**src/rtl/sqrt_fxp_pkg.sv**
```systemverilog
// sqrt_fxp_pkg
// Shared definitions for the fixed-point square-root unit.
// Contents:
//   IDLE/CALC/DONE  - FSM state encodings (2-bit localparams)
//   calc_n()        - number of root bits, N = (WIDTH+FRAC)/2
//   cnt_width()     - iteration counter width, ceil(log2(N+1))
//   params_ok()     - legality check for WIDTH/FRAC, used at elaboration
package sqrt_fxp_pkg;

  localparam logic [1:0] IDLE = 2'd0;
  localparam logic [1:0] CALC = 2'd1;
  localparam logic [1:0] DONE = 2'd2;

  function automatic int calc_n(input int width, input int frac);
    return (width + frac) / 2;
  endfunction

  function automatic int cnt_width(input int n);
    return $clog2(n + 1);
  endfunction

  // Both widths must be even so the radicand splits into whole bit pairs.
  // WIDTH >= 4 keeps N >= 2, which the partial-root shift relies on.
  function automatic bit params_ok(input int width, input int frac);
    return (width >= 4) && (width % 2 == 0) && (frac >= 0) &&
           (frac % 2 == 0) && (frac <= width);
  endfunction

endpackage

```
**src/rtl/sqrt_fxp_if.sv**
```systemverilog
// sqrt_fxp_if
// Stream bundle around the square-root unit: input stream (s_axis_*) and
// result stream (m_axis_*).
// Parameters: WIDTH (data width), FRAC (fractional bits).
// Modports:
//   slave  - the sqrt unit's view: consumes s_axis_*, produces m_axis_*
//   master - the environment's view: produces s_axis_*, consumes m_axis_*
// Optional build macro: SQRT_FXP_REM_EN adds m_axis_trem (N+1 bits).
interface sqrt_fxp_if #(
  parameter int WIDTH = 32,
  parameter int FRAC  = 16
);
  import sqrt_fxp_pkg::*;

  logic             s_axis_tvalid;
  logic             s_axis_tready;
  logic [WIDTH-1:0] s_axis_tdata;
  logic             s_axis_tlast;

  logic             m_axis_tvalid;
  logic             m_axis_tready;
  logic [WIDTH-1:0] m_axis_tdata;
  logic             m_axis_tlast;
`ifdef SQRT_FXP_REM_EN
  localparam int N = calc_n(WIDTH, FRAC);
  logic [N:0]       m_axis_trem;
`endif

  modport slave (
    input  s_axis_tvalid, s_axis_tdata, s_axis_tlast, m_axis_tready,
    output s_axis_tready, m_axis_tvalid, m_axis_tdata, m_axis_tlast
`ifdef SQRT_FXP_REM_EN
    , output m_axis_trem
`endif
  );

  modport master (
    output s_axis_tvalid, s_axis_tdata, s_axis_tlast, m_axis_tready,
    input  s_axis_tready, m_axis_tvalid, m_axis_tdata, m_axis_tlast
`ifdef SQRT_FXP_REM_EN
    , input m_axis_trem
`endif
  );

endinterface

```
**src/rtl/sqrt_fxp_step.sv**
```systemverilog
// sqrt_fxp_step
// One restoring square-root iteration, purely combinational.
// Ports:
//   ac      in  N+2  current accumulator (partial remainder)
//   q       in  N    current partial root
//   xbits   in  2    next radicand bit pair (MSB pair first)
//   ac_next out N+2  accumulator after this iteration
//   q_next  out N    partial root with the new bit shifted in
module sqrt_fxp_step #(
  parameter int N = 24
) (
  input  logic [N+1:0] ac,
  input  logic [N-1:0] q,
  input  logic [1:0]   xbits,
  output logic [N+1:0] ac_next,
  output logic [N-1:0] q_next
);

  logic [N+1:0] ac_shift;
  logic [N+1:0] trial;
  logic         unused_ac_hi;

  // Before the last iteration the remainder never exceeds N bits, so the
  // top two accumulator bits fall off the shift without losing information.
  assign unused_ac_hi = ^ac[N+1:N];
  assign ac_shift     = {ac[N-1:0], xbits};
  assign trial        = ac_shift - {q, 2'b01};

  // A clear sign bit means the trial subtraction fits: keep it and emit a 1.
  always_comb begin
    if (!trial[N+1]) begin
      ac_next = trial;
      q_next  = {q[N-2:0], 1'b1};
    end else begin
      ac_next = ac_shift;
      q_next  = {q[N-2:0], 1'b0};
    end
  end

endmodule

```
**src/rtl/sqrt_fxp.sv**
```systemverilog
// sqrt_fxp
// Streaming fixed-point square root: root = floor(sqrt(tdata * 2^FRAC)),
// one root bit per clock, N = (WIDTH+FRAC)/2 iterations per sample.
// Ports:
//   clk    in  clock
//   reset  in  asynchronous reset, active-low
//   bus    sqrt_fxp_if.slave  (s_axis_* input stream, m_axis_* results)
// Optional build macro: SQRT_FXP_REM_EN builds the remainder register and
// drives m_axis_trem = radicand*2^FRAC - root^2.
module sqrt_fxp
  import sqrt_fxp_pkg::*;
#(
  parameter int WIDTH = 32,
  parameter int FRAC  = 16
) (
  input  logic      clk,
  input  logic      reset,
  sqrt_fxp_if.slave bus
);

  localparam int N  = calc_n(WIDTH, FRAC);
  localparam int CW = cnt_width(N);
  localparam int XW = WIDTH + FRAC;

  if (!params_ok(WIDTH, FRAC)) begin : g_param_check
    $error("sqrt_fxp: WIDTH and FRAC must be even with FRAC <= WIDTH");
  end

  logic [1:0]       state;
  logic [XW-1:0]    x;
  logic [N-1:0]     q;
  logic [N+1:0]     ac;
  logic [CW-1:0]    cnt;
  logic             tlast_hold;

  logic             tvalid_r;
  logic [WIDTH-1:0] tdata_r;
  logic             tlast_r;

  logic [N+1:0]     ac_next;
  logic [N-1:0]     q_next;
  logic             s_ready;
  logic             accept;
  logic             last_iter;

  sqrt_fxp_step #(.N(N)) u_step (
    .ac      (ac),
    .q       (q),
    .xbits   (x[XW-1 -: 2]),
    .ac_next (ac_next),
    .q_next  (q_next)
  );

  // In DONE the unit can take a new sample on the same edge that the
  // downstream consumes the result, so there is no bubble between samples.
  assign s_ready   = reset & ((state == IDLE) |
                              ((state == DONE) & bus.m_axis_tready));
  assign accept    = s_ready & bus.s_axis_tvalid;
  assign last_iter = (state == CALC) && (cnt == CW'(1));

  assign bus.s_axis_tready = s_ready;
  assign bus.m_axis_tvalid = tvalid_r;
  assign bus.m_axis_tdata  = tdata_r;
  assign bus.m_axis_tlast  = tlast_r;

  // Control FSM and iteration datapath. A load from IDLE or DONE is written
  // last so it overrides the DONE->IDLE transition when a sample is waiting.
  always_ff @(posedge clk or negedge reset) begin
    if (!reset) begin
      state      <= IDLE;
      x          <= '0;
      q          <= '0;
      ac         <= '0;
      cnt        <= '0;
      tlast_hold <= 1'b0;
      tvalid_r   <= 1'b0;
      tdata_r    <= '0;
      tlast_r    <= 1'b0;
    end else begin
      case (state)
        IDLE: ;
        CALC: begin
          ac  <= ac_next;
          q   <= q_next;
          x   <= x << 2;
          cnt <= cnt - CW'(1);
          if (last_iter) begin
            tdata_r  <= WIDTH'(q_next);
            tlast_r  <= tlast_hold;
            tvalid_r <= 1'b1;
            state    <= DONE;
          end
        end
        DONE: begin
          if (bus.m_axis_tready) begin
            tvalid_r <= 1'b0;
            state    <= IDLE;
          end
        end
        default: state <= IDLE;
      endcase

      if (accept) begin
        x          <= XW'(bus.s_axis_tdata) << FRAC;
        q          <= '0;
        ac         <= '0;
        cnt        <= CW'(N);
        tlast_hold <= bus.s_axis_tlast;
        state      <= CALC;
      end
    end
  end

`ifdef SQRT_FXP_REM_EN
  logic [N:0] trem_r;

  // The final accumulator is the exact remainder and is at most 2*root,
  // so N+1 bits always hold it.
  always_ff @(posedge clk or negedge reset) begin
    if (!reset) begin
      trem_r <= '0;
    end else if (last_iter) begin
      trem_r <= ac_next[N:0];
    end
  end

  assign bus.m_axis_trem = trem_r;
`endif

endmodule

```
**src/flat_wrapper.sv**
```systemverilog
// flat-port wrapper written by rule: the top's interface ports become plain ports
module sqrt_fxp_flat import sqrt_fxp_pkg::*;
#(
  parameter int WIDTH = 32,
  parameter int FRAC  = 16
)
  (clk, reset, bus_s_axis_tvalid, bus_s_axis_tdata, bus_s_axis_tlast, bus_m_axis_tready, bus_s_axis_tready, bus_m_axis_tvalid, bus_m_axis_tdata, bus_m_axis_tlast);
  sqrt_fxp_if #(.WIDTH(WIDTH), .FRAC(FRAC)) bus_i ();
  input  logic clk;
  input  logic reset;
  input wire logic [$bits(bus_i.s_axis_tvalid)-1:0] bus_s_axis_tvalid;
  input wire logic [$bits(bus_i.s_axis_tdata)-1:0] bus_s_axis_tdata;
  input wire logic [$bits(bus_i.s_axis_tlast)-1:0] bus_s_axis_tlast;
  input wire logic [$bits(bus_i.m_axis_tready)-1:0] bus_m_axis_tready;
  output wire logic [$bits(bus_i.s_axis_tready)-1:0] bus_s_axis_tready;
  output wire logic [$bits(bus_i.m_axis_tvalid)-1:0] bus_m_axis_tvalid;
  output wire logic [$bits(bus_i.m_axis_tdata)-1:0] bus_m_axis_tdata;
  output wire logic [$bits(bus_i.m_axis_tlast)-1:0] bus_m_axis_tlast;
  assign bus_i.s_axis_tvalid = bus_s_axis_tvalid;
  assign bus_i.s_axis_tdata = bus_s_axis_tdata;
  assign bus_i.s_axis_tlast = bus_s_axis_tlast;
  assign bus_i.m_axis_tready = bus_m_axis_tready;
  assign bus_s_axis_tready = bus_i.s_axis_tready;
  assign bus_m_axis_tvalid = bus_i.m_axis_tvalid;
  assign bus_m_axis_tdata = bus_i.m_axis_tdata;
  assign bus_m_axis_tlast = bus_i.m_axis_tlast;
  sqrt_fxp #(.WIDTH(WIDTH), .FRAC(FRAC)) u_core (.clk(clk), .reset(reset), .bus(bus_i));
endmodule
```
**config.mk**
```make
export PLATFORM = sky130hd
export DESIGN_NAME = sqrt_fxp_flat
export DESIGN_NICKNAME = d
export VERILOG_FILES = /design/src/rtl/sqrt_fxp_pkg.sv /design/src/rtl/sqrt_fxp_if.sv /design/src/rtl/sqrt_fxp_step.sv /design/src/rtl/sqrt_fxp.sv /design/src/flat_wrapper.sv
export SDC_FILE = /design/constraint.sdc
export NUM_CORES = 1
export LEC_CHECK = 0
export ABC_AREA = 1
export CAP_MARGIN = 0
export CORE_ASPECT_RATIO = 1.1
export CORE_MARGIN = 3
export CORE_UTILIZATION = 50
export CTS_CLUSTER_DIAMETER = 150
export DETAILED_ROUTE_END_ITERATION = 8
export PLACE_DENSITY = 0.72
export REMOVE_ABC_BUFFERS = 1
export SLEW_MARGIN = 0
export SYNTH_ARGS = -nofsm -noshare
export SYNTH_HDL_FRONTEND = slang
export SYNTH_SLANG_ARGS = --single-unit
export TNS_END_PERCENT = 100
```
**constraint.sdc**
```tcl
create_clock -name clk -period 2.6 [get_ports clk]
set_input_delay 0.52 -clock clk [delete_from_list [all_inputs] [get_ports clk]]
set_output_delay 0.52 -clock clk [all_outputs]
set_load 0.02 [all_outputs]
```
==> impl_metrics.toml <==
[run_status]
outcome = "completed"

[detailed_routing]
wl_um = 16000
dr_wl_met2_um = 7600
vias = 5839
wl_met3_um = 660
firstDrtPassIters = 5
met1Wirelength_um = 7340
post-route-drc-count = 0
vias_per_cell = 5.09
ant_nets = 0
wl_per_cell_um = 13.9
first_iter_violations = 289
top_layer = "met4"

[finish]
final_nets = 1046
instances_no_fill = 1148
diodes = 0
layout-drive-gt1-share_pct = 6.86
area_delta_synth_final_pct = 19.7
layout_common_cells = "328 x nand2_1, 147 x inv_1, 114 x dfrtp_1, 76 x nand3_1, 62 x clkdlybuf4s50_1"
final_common_cell = "nand2_1"
final_core_util_pct = 62.5

[synthesis]
yosys.cell_types.count = 38
ys_seq_area_share_pct = 42.5
synthXorXnorAreaFrac_pct = 1.44
synth_simple_gate_area_share_pct = 29.6
synth_top_family_by_area = "simple AND/OR/NAND/NOR gates"
synthAdderAreaFrac_pct = 4.85
synth-compound-area-share_pct = 9.41
muxShareOfSynthArea_pct = 0.168
synth_area_mm2 = 0.00671
synth-seq-cells = 114
ys_warn_count = 0
synthCells = 919
post_synth.cell_area_avg_um2 = 7.30

[die]
ios = 72
row_count = 43
die_w_um = 116
core_mm2 = 0.0129
initial_utilization_pct = 52.2
dieArea_mm2 = 0.0149
die_h_um = 128

[timing]
period_share_pct = 90.4
finalHoldViolCount = 0
rsz0062_at_grt = "no"
clock-skew-final_ps = 8.02
period_minus_slack_ps = 2350
tightest_slew_ps = 598
fin_tns_setup_ps = 0
setup_violations = 0
relSlewSlack_pct = 60.1
max_freq_ghz = 0.426
maxSlewViolCount = 0

[placement]
hpwlAfterDp_um = 11100
port-buffer-count = 63
placed_cells = 1121
globalplace.congestion = 0.953

[setup_path]
critPathMaxFanout = 3
start_kind = "primary input"
cp.arrival_ps = 1830
critical_path_class = "in2out"
crit_required_ps = 2080
reg2reg_slack_ps = 360
crit_path_end_kind = "output port"

[clock_network]
cts.clk_slew.worst_paths_ps = 50
cts-resized-gates = 0
cts_tree = "built"
postCtsHoldBufs = 0
numCtsBuffers = 17
cts_sinks = 114
clock_path_buffers = 2
insertion_delay_ps = 410
htreeDepth = 4
cts_root_buffer = "clkbuf_16"
cts_setup_buffers = 0

[global_route]
grt_pass1_wl_um = 27200
grt_pass1_vias = 5703
antenna_found_initial = 0
grt_usage_pct = 23.0
grt_max_degree = 115
grt_overflow_total = 0

[flow_run]
max_cap_viol_count = 0

[worst_hold_path]
hold_path.class = "in2async"
==> per-layer routing <==
| layer | GRT usage (%) | vias to the layer above |
|---|---|---|
| met5 | 0 | - |
| met4 | 8.26 | 0 |
| met3 | 6.16 | 33 |
| met2 | 37.1 | 108 |
| met1 | 29.8 | 2706 |
| li1 | - | 2992 |
==> registers in the layout (all words and copies together) (netlist names) <==
name and count:
u_core.ac 24, u_core.state 2, u_core.cnt 5, u_core.bus.m_axis_tvalid 1, u_core.q 24, u_core.bus.m_axis_tlast 1, u_core.bus.m_axis_tdata 24, u_core.x 32
u_core.tlast_hold 1
==> synthesized netlist by cell type <==
cell        n  area share, %
nand3b_1    8           0.89
o221ai_1    1           0.13
nand2_1   328             18
clkinv_1    2           0.11
nor3_2      1           0.15
o21ai_1     1          0.074
nand2_4     2           0.34
or2_2       1          0.093
o21ai_0    35            2.6
clkbuf_1   15           0.84
nor3_1      1          0.074
dfrtp_1   114             43
nor2_1     31            1.7
nand4_1     5           0.47
nand3_2     3           0.45
o31ai_1     1           0.11
buf_6       3           0.50
mux2_2      1           0.17
nand2_2     7           0.65
o22ai_1    24            2.2
inv_2       6           0.34
nor2_2      3           0.28
buf_4      11            1.2
conb_1      1          0.056
o211ai_1    8           0.89
inv_1     147            8.2
nand3_1    76            5.7
a22oi_1    17            1.9
nor2_4      3           0.50
xor2_1      3           0.39
a22o_1      3           0.39
a21oi_1    11           0.82
a21oi_2     1           0.13
xnor2_1     8            1.0
buf_1       3           0.17
ha_1       26            4.8
buf_2       7           0.52
a21o_1      1           0.11
==> layout make-up <==
type | count | area [um2]
Multi-Input combinational cell | 618 | 3080
Tap cell | 157 | 196
Sequential cell | 114 | 2850
Inverter | 155 | 582
Clock buffer | 21 | 460
Clock inverter | 6 | 85.1
Timing Repair Buffer | 77 | 771
Fill cell | 1171 | 4830
==> logic make-up after synthesis <==
logic type / after synthesis
multiplexers: 1
XOR/XNOR: 11
other: 1
adder cells (fa/ha/maj): 26
AND/OR/NAND/NOR: 469
AO/OA/AOI/OAI: 103
flip-flops: 114
buffers and inverters: 194
==> path summary, 6_finish.rpt <==
path / endpoint / start / depth (start not counted)
setup / recovery: bus_s_axis_tready / bus_m_axis_tready / 4
hold / removal: u_core.bus.m_axis_tdata[17]$_DFFE_PN0P_ / reset / 2
setup reg to reg: u_core.ac[9]$_DFFE_PN0P_ / u_core.ac[19]$_DFFE_PN0P_ / 12
hold reg to reg: u_core.state[1]$_DFFE_PN0P_ / u_core.state[0]$_DFFE_PN0P_ / 1
max in group asynchronous: u_core.bus.m_axis_tvalid$_DFFE_PN0P_ / reset / 2
min in group clk: u_core.state[1]$_DFFE_PN0P_ / u_core.state[0]$_DFFE_PN0P_ / 1
==> stage by stage <==
stage          hold slack, ps  setup slack (ps)  area [um2]
6_report                  266               250        8030
2_1_floorplan             224              -833        6520
3_5_place_dp              463               246        7490
3_3_place_gp              445               275        7490
4_1_cts                   293               244        8030
5_1_grt                   321               152        8030
==> worst max-delay path, stage by stage <==
cell	delay (ps)
clkdlybuf4s50_1	500
o211ai_1	120
inv_1	90
clkdlybuf4s50_1	600
Power is not shown: default switching activity piles up to over one toggle a cycle in this logic, so the estimate is an artifact.
